==> src/rtl/ultrasonic_ranger_ctrl_pkg.sv <==
// Shared definitions for the ultrasonic ranger controller:
// FSM state encoding, result codes and default timing constants.
package ultrasonic_ranger_ctrl_pkg;

  typedef enum logic [2:0] {
    ST_IDLE      = 3'd0,
    ST_TRIG      = 3'd1,
    ST_WAIT_RISE = 3'd2,
    ST_MEASURE   = 3'd3,
    ST_HOLDOFF   = 3'd4
  } state_t;

  // Distance code for "no target / timeout"
  localparam logic [15:0] TIMEOUT_DIST = 16'hFFFF;
  // Largest real distance; keeps a valid result from aliasing the timeout code
  localparam logic [15:0] CM_SAT       = 16'hFFFE;

  localparam int DEF_CLK_HZ     = 50_000_000;
  localparam int DEF_TRIG_US    = 10;
  localparam int DEF_TIMEOUT_US = 25_000;
  localparam int DEF_PERIOD_MS  = 60;
  localparam int DEF_US_PER_CM  = 58;

  // Increment that sticks at CM_SAT
  function automatic logic [15:0] sat_inc16(input logic [15:0] v);
    return (v >= CM_SAT) ? CM_SAT : v + 16'd1;
  endfunction

endpackage

==> src/rtl/ultrasonic_ranger_ctrl_us_tick_gen.sv <==
// 1 us strobe generator: down-counter reloaded at terminal count.
// clr restarts the count so the first strobe lands a full microsecond later.
module us_tick_gen
  import ultrasonic_ranger_ctrl_pkg::*;
#(
  parameter int CLK_HZ = DEF_CLK_HZ
) (
  input  logic clk,
  input  logic rst,
  input  logic clr,
  output logic tick
);

  localparam int DIV = (CLK_HZ / 1_000_000 > 0) ? CLK_HZ / 1_000_000 : 1;
  localparam int CW  = (DIV > 1) ? $clog2(DIV) : 1;
  localparam logic [CW-1:0] LOAD = CW'(DIV - 1);

  logic [CW-1:0] cnt;

  // Down-count one microsecond worth of clocks, reload at zero
  always_ff @(posedge clk) begin
    if (rst) begin
      cnt <= '0;
    end else if (clr || cnt == '0) begin
      cnt <= LOAD;
    end else begin
      cnt <= cnt - CW'(1);
    end
  end

  assign tick = (cnt == '0);

endmodule

==> src/rtl/ultrasonic_ranger_ctrl.sv <==
// HC-SR04-class ranger sequencer: trigger pulse, echo timing, cm conversion,
// periodic re-triggering while enabled.
//
// state      | meaning
// -----------+-----------------------------------------------------------
// IDLE       | stopped, waiting for en
// TRIG       | driving trigger pulse for TRIG_US
// WAIT_RISE  | waiting for echo rising edge, bounded by TIMEOUT_US
// MEASURE    | echo high, counting us and cm, bounded by TIMEOUT_US
// HOLDOFF    | waiting out PERIOD_MS from last trigger rise
module ultrasonic_ranger_ctrl
  import ultrasonic_ranger_ctrl_pkg::*;
#(
  parameter int CLK_HZ     = DEF_CLK_HZ,
  parameter int TRIG_US    = DEF_TRIG_US,
  parameter int TIMEOUT_US = DEF_TIMEOUT_US,
  parameter int PERIOD_MS  = DEF_PERIOD_MS,
  parameter int US_PER_CM  = DEF_US_PER_CM
) (
  input  logic        clk,
  input  logic        rst,
  input  logic        en,
  input  logic        echo,
  output logic        trig,
  output logic [15:0] distance,
  output logic        valid,
  output logic        timeout,
  output logic        busy
);

  localparam logic [31:0] TRIG_LOAD   = 32'(TRIG_US - 1);
  localparam logic [31:0] TO_LOAD     = 32'(TIMEOUT_US - 1);
  localparam logic [31:0] PERIOD_LOAD = 32'(PERIOD_MS * 1000 - 1);
  localparam logic [15:0] US_LAST     = 16'(US_PER_CM - 1);

  state_t      state;
  logic        echo_s1, echo_s2, echo_d;
  logic        echo_rise, echo_fall;
  logic        tick;
  logic        period_done;
  logic        start_trig;
  logic [31:0] tmr;
  logic [31:0] period_cnt;
  logic [15:0] us_cnt, cm_cnt;
  logic [15:0] us_next, cm_next;

  us_tick_gen #(
    .CLK_HZ(CLK_HZ)
  ) u_tick (
    .clk (clk),
    .rst (rst),
    .clr (start_trig),
    .tick(tick)
  );

  // Two-flop synchroniser on echo plus one delay stage for edge detection
  always_ff @(posedge clk) begin
    if (rst) begin
      echo_s1 <= 1'b0;
      echo_s2 <= 1'b0;
      echo_d  <= 1'b0;
    end else begin
      echo_s1 <= echo;
      echo_s2 <= echo_s1;
      echo_d  <= echo_s2;
    end
  end

  assign echo_rise = echo_s2 & ~echo_d;
  assign echo_fall = ~echo_s2 & echo_d;

  // Period is qualified by tick so the next trigger lands exactly on the
  // PERIOD_MS boundary, whatever the clock divide ratio.
  assign period_done = tick && (period_cnt == '0);
  assign start_trig  = en && ((state == ST_IDLE) ||
                              (state == ST_HOLDOFF && period_done));

  // Trigger-to-trigger spacing counter, armed on every trigger rise
  always_ff @(posedge clk) begin
    if (rst) begin
      period_cnt <= '0;
    end else if (start_trig) begin
      period_cnt <= PERIOD_LOAD;
    end else if (tick && period_cnt != '0) begin
      period_cnt <= period_cnt - 32'd1;
    end
  end

  // Counter values after this cycle's tick; the falling-edge cycle's tick is
  // included so the result covers every microsecond the echo was high.
  always_comb begin
    us_next = us_cnt;
    cm_next = cm_cnt;
    if (tick) begin
      if (us_cnt >= US_LAST) begin
        us_next = '0;
        cm_next = sat_inc16(cm_cnt);
      end else begin
        us_next = us_cnt + 16'd1;
      end
    end
  end

  // Measurement sequencer with registered outputs
  always_ff @(posedge clk) begin
    if (rst) begin
      state    <= ST_IDLE;
      trig     <= 1'b0;
      busy     <= 1'b0;
      valid    <= 1'b0;
      timeout  <= 1'b0;
      distance <= 16'h0000;
      tmr      <= '0;
      us_cnt   <= '0;
      cm_cnt   <= '0;
    end else begin
      valid   <= 1'b0;
      timeout <= 1'b0;
      case (state)
        ST_IDLE: begin
          if (start_trig) begin
            state <= ST_TRIG;
            trig  <= 1'b1;
            busy  <= 1'b1;
            tmr   <= TRIG_LOAD;
          end
        end

        ST_TRIG: begin
          if (tick) begin
            if (tmr == '0) begin
              trig  <= 1'b0;
              tmr   <= TO_LOAD;
              state <= ST_WAIT_RISE;
            end else begin
              tmr <= tmr - 32'd1;
            end
          end
        end

        ST_WAIT_RISE: begin
          if (echo_rise) begin
            state  <= ST_MEASURE;
            us_cnt <= '0;
            cm_cnt <= '0;
            tmr    <= TO_LOAD;
          end else if (tick) begin
            if (tmr == '0) begin
              distance <= TIMEOUT_DIST;
              valid    <= 1'b1;
              timeout  <= 1'b1;
              busy     <= 1'b0;
              state    <= ST_HOLDOFF;
            end else begin
              tmr <= tmr - 32'd1;
            end
          end
        end

        ST_MEASURE: begin
          if (echo_fall) begin
            distance <= cm_next;
            valid    <= 1'b1;
            busy     <= 1'b0;
            state    <= ST_HOLDOFF;
          end else begin
            us_cnt <= us_next;
            cm_cnt <= cm_next;
            if (tick) begin
              if (tmr == '0) begin
                distance <= TIMEOUT_DIST;
                valid    <= 1'b1;
                timeout  <= 1'b1;
                busy     <= 1'b0;
                state    <= ST_HOLDOFF;
              end else begin
                tmr <= tmr - 32'd1;
              end
            end
          end
        end

        ST_HOLDOFF: begin
          if (period_done) begin
            if (en) begin
              state <= ST_TRIG;
              trig  <= 1'b1;
              busy  <= 1'b1;
              tmr   <= TRIG_LOAD;
            end else begin
              state <= ST_IDLE;
            end
          end
        end

        default: state <= ST_IDLE;
      endcase
    end
  end

endmodule

==> config.mk <==
export PLATFORM = sky130hd
export DESIGN_NAME = ultrasonic_ranger_ctrl
export DESIGN_NICKNAME = d
export VERILOG_FILES = /design/src/rtl/ultrasonic_ranger_ctrl_pkg.sv /design/src/rtl/ultrasonic_ranger_ctrl_us_tick_gen.sv /design/src/rtl/ultrasonic_ranger_ctrl.sv
export SDC_FILE = /design/constraint.sdc
export NUM_CORES = 1
export LEC_CHECK = 0
export ABC_AREA = 0
export CAP_MARGIN = 10
export CORE_MARGIN = 5
export CORE_UTILIZATION = 60
export DETAILED_ROUTE_END_ITERATION = 6
export HOLD_SLACK_MARGIN = 0.1
export PLACE_DENSITY = 0.79
export SYNTH_ARGS = -nofsm -noshare
export SYNTH_HDL_FRONTEND = slang
export SYNTH_SLANG_ARGS = --single-unit
==> constraint.sdc <==
create_clock -name clk -period 6.4 [get_ports clk]
set_input_delay 1.92 -clock clk [delete_from_list [all_inputs] [get_ports clk]]
set_output_delay 1.92 -clock clk [all_outputs]
set_load 0.03 [all_outputs]
# Word level (Yosys, flattened, before mapping)
# Cells that the tools add are included.
# totals
regBits,128
inputBits,4
output_inout_bits,20
wordCells,121
# classes
addsub,5
order_cmp,2
n_eq_ne,13
n_mux,56
bitwise,4
n_reduce_logical,25
# ops
op,n
32-bit two-way mux,9
16-bit two-way mux,14
32-bit case mux with 5 select lines,1
16-bit case mux with 2 select lines,3
32-bit logical NOT,2
32-bit by 1-bit subtractor with 32-bit output (second input constant),2
16-bit by 1-bit adder with 16-bit output (second input constant),2
32-bit nonzero test,1
3-bit two-way mux,8
16-bit >= comparator (second input constant),1
16-bit by 6-bit >= comparator with 1-bit output (second input constant),1
2-bit inequality test (second input constant),8
1-bit two-way mux,15
3-bit case mux with 5 select lines,1
6-bit AND reduction,2
4-bit AND reduction,2
3-bit by 2-bit == test with 1-bit output (second input constant),2
6-bit logical NOT,1
6-bit two-way mux,1
6-bit by 1-bit subtractor with 6-bit output (second input constant),1
5-bit AND reduction,1
5-bit nonzero test,1
1-bit logical AND,4
1-bit case mux with 2 select lines,2
other kinds (15),20

# Logic depth before layout (Yosys ltp)
# logic_depth
ltp_word,7
mapped_depth,11
mapped_depth_nobuf,9

# Hierarchy
# From an unflattened synthesis, not the netlist that was laid out.
# unflattened
cells_unflattened,825
hier_area_um2,6814.0
# by_module_without_submodules
mod,instances,cells_per_inst,area_each_um2,seq_area_each_um2
ultrasonic_ranger_ctrl,1,795,6528.8,2442.3
us_tick_gen,1,30,285.3,120.1

# Worst setup path before layout
# OpenSTA, ideal clock, no wires.
# synth_timing
path_type,in2reg
startpoint,input en
endpoint,register tmr[2]
setup_ps,138
t_arrival_ps,3054
t_required_ps,6262
slack_ps,3208
stages,7
path_buffers,1
path_cell_list,nor3_1 a31oi_1 o311ai_0 o21a_1 buf_2 o311ai_0 o21ai_0
# synth_between
elab_chain_cells,3
# synth_rtl
item,line,source
start: declaration,ultrasonic_ranger_ctrl.sv:22,"input logic en,"
1-bit logical AND,ultrasonic_ranger_ctrl.sv:75,assign start_trig = en && ((state == ST_IDLE) ||
2-bit by 1-bit inequality test with 1-bit output (no line),-,
6-bit AND reduction (no line) (*),-,
end signal: assignment,ultrasonic_ranger_ctrl.sv:136,tmr <= tmr - 32'd1;
end signal: assignment,ultrasonic_ranger_ctrl.sv:155,tmr <= tmr - 32'd1;
end signal: assignment,ultrasonic_ranger_ctrl.sv:177,tmr <= tmr - 32'd1;
end: declaration,ultrasonic_ranger_ctrl.sv:42,logic [31:0] tmr;
# Every way passes the cells marked *; elsewhere a longest branch is shown, timed or not.
# A chain may end at the register's enable or synchronous reset.

# Worst setup path in the final report
# layout_timing
startpoint,input en
endpoint,register tmr[22]
# The elaborated chain is that of the path after synthesis.

==> key figures <==
Route
  – Routed vias: 6356
  – Starting DRC count in detailed routing: 699
  – Routed wire length per instance: 17.6 um
  – Final ANT Viol Nets: 0
  – DRC errors left: 0
  – Final wirelength: 17100 um
  – Drt pass-1 iters: 6
  – Number of vias per cell: ~6.5

Pwr
  – Sw Ratio: 0.408
  – Internal: 2.17 mW
  – Total power: 3.67 mW
  – Leak pwr: 2.68 nW
  – Psw: 1.49 mW
  – Logic pwr share: 0.422
  – Clk pwr share: 0.298
  – Peak VDD IR: around 0.32 mV
  – Power per Cell Area: 484 mW/mm^2
  – Seq pwr share: 0.279

Clocking
  – Longest Clk Path Bufs: 2
  – Hold_buf cts: 0
  – Clock latency on the worst-skew pair: 0.53 ns
  – CTS Buf Count: 17
  – CTS Root Cell: clkbuf_8
  – CTS tree: done
  – Clock Pin Slew Worst Setup and Hold Paths: 0.06 ns
  – CTS H-tree lvls: 4
  – CTS resizes: 0
  – Clock sink count: between 100 and 150
  – Post CTS Setup Buffer Count: 0

Global routing
  – Largest net degree at the start of global routing: 57
  – Antenna violations before repair: 0
  – Gr usage total: 0.266
  – First-pass GRT wire length: 29000 um
  – Number of global-route vias before repair: between 6000 and 7000
  – GRT Residual Overflow: 0

Layout
  – Fin nets: about 830
  – Antenna cell count: 0
  – Utilization after layout: 0.699
  – Commonest non-fill, non-tap cell in the layout: dfxtp_1
  – Share of layout cells above drive strength 1: 0.0794
  – Most frequent cells in the layout: 128 x dfxtp_1, 97 x nor2_1, 60 x a21oi_1
  – Area grow syn2layout: 14.4%

Critical path
  – Crit-path max FO: 16
  – Critical path capture point type: flop
  – CP max stage cell: o21ai_2
  – Reg2reg start: period_cnt[16]
  – Startpoint types: input port
  – Worst Setup SP: en
  – Crit path DAT: 4.12 ns
  – Worst path cell trace: clkdlybuf4s50_1 > nor3_1 > a31oi_1 > o311ai_0 > o21a_1 > o21ai_2 > a211oi_1
  – Worst setup path class: in -> reg
  – CP required: 6.77 ns
  – Max stage delay on crit path: approximately 0.70 ns

Timing
  – Clock skew: 0.00798 ns
  – Final Hold Viols: 0
  – Max-slew headroom: 0.363
  – RSZ-0062 raised after global routing: no
  – Setup TNS: 0 ns
  – Final worst path period need: 3.75 ns
  – Worst Tran Pin Value: about 0.94 ns
  – Fmax: 267 MHz
  – Fin crit share: 0.586
  – Final setup viols: 0
  – Pins Over Slew Limit: 0

Synthesis
  – Yosys reg bits: 128
  – Cells after synthesis: between 800 and 900
  – Syn Nets: between 800 and 900
  – Cell variety after synth: 69
  – Cell area after synthesis: 0.00663 mm^2
  – Syn_area_per_cell: 8.17 um^2
  – Number of flops mapped to enable cells by yosys: 0
  – Register area share after synthesis: 0.387
  – Yosys warns: 0
  – Synth Flop Type: dfxtp_1
  – Ys async rst share: 0

Floorplan
  – Initial Utilization: 0.611
  – Die Span Y: 115 um
  – Row Count: 38
  – I/O pins: 24
  – CORE AREA: 0.0108 mm^2
  – Die area: 0.0132 mm^2
  – Die Wd: between 100 and 150 um

Placement
  – Gp weighted congestion: approximately 0.94
  – DPL Wire Length: 11500 um
  – Port bufs: 23

Outcome
  – Status: completed

Run
  – Number of max-cap violations: 0

Worst hold path
  – Hold Path Origin: echo_s1
  – Hold Crit Class: reg -> reg
## cell usage after synthesis (9+ instances only)
cell type  count  share of area
o22ai_1        9         0.0085
a21oi_1       60          0.045
xor2_1        18          0.024
or3_1          9         0.0085
or4_1         12          0.014
nand2_1       45          0.025
and3_1        22          0.021
xnor2_1       27          0.036
nor2_1        97          0.055
nand4_1       16          0.015
dfxtp_1      128           0.39
ha_1          10          0.019
a31oi_1       17          0.016
clkbuf_1      34          0.019
o21a_1        11          0.012
a311oi_1       9          0.012
inv_1         26          0.015
nor4_1        29          0.027
a211oi_1      21          0.024
nand3_1       26          0.020
nor3_1        37          0.028
o21ai_0       29          0.022
## path summary, 6_finish.rpt
check	endpoint	slack [ns]	cells after the start
worst min register to register	echo_s2	0.47	1
worst max register to register	tmr[14]	2.82	7
worst min-delay path	echo_s2	0.47	1
worst max-delay path	tmr[22]	2.65	7
## worst max-delay path: cells and delay by family
| family | cells | cell delay [ns] |
|---|---|---|
| AOI/OAI and AO/OA | 5 | 1.58 |
| and+or+nand+nor | 1 | 0.07 |
| buffers and inverters | 1 | 0.54 |
## metrics by stage
stage / cells / cell area, um^2 / hold WS (ns) / setup slack [ns]
after floorplan: 811 / 6630 / 0.414 / 3.21
after global placement: 939 / 6910 / 0.426 / 2.25
after detailed placement: 939 / 6910 / 0.465 / 2.15
after CTS: 971 / 7580 / 0.471 / 2.70
after global routing: 971 / 7580 / 0.483 / 2.41
final: 971 / 7580 / 0.465 / 2.65
## cell type report
class | instances | area [um^2]
clock inverters | 13 | 233
inverters | 26 | 97.6
fillers | 851 | 3260
repair buffers | 31 | 285
multi-input cells | 614 | 3780
clock buffers | 19 | 442
well taps | 140 | 175
flip-flops and latches | 128 | 2560
## registers in the layout, summed over array words and instances (netlist names), 3 cells and up
signal,count
state,3
u_tick.cnt,6
cm_cnt,16
tmr,32
distance,16
period_cnt,32
us_cnt,16
## power by group through the flow
stage / sequential, mW / combinational, mW / clock, mW
after floorplan: 1.00 / 1.19 / 0
after global placement: 1.03 / 1.44 / 0
after detailed placement: 1.03 / 1.49 / 0
after CTS: 1.02 / 1.51 / 1.10
after global routing: 1.04 / 1.70 / 1.14
final: 1.02 / 1.55 / 1.09
## kinds of logic (layout without fill, tap and decap cells)
group,after synthesis,count (layout),synth area share
AND/OR/NAND/NOR,345,345,0.275
AO/OA/AOI/OAI,214,214,0.218
flip-flops,128,128,0.387
buffers and inverters,69,89,0.0419
XOR/XNOR,45,45,0.0595
adder cells (fa/ha/maj),10,10,0.0189
## layer usage
layer,global-route usage,part of all wire
met5,0,0
met3,0.0674,0.071
met1,0.344,0.43
met2,0.440,0.48
met4,0.0775,0.017
(Power assumes the default switching activity.)
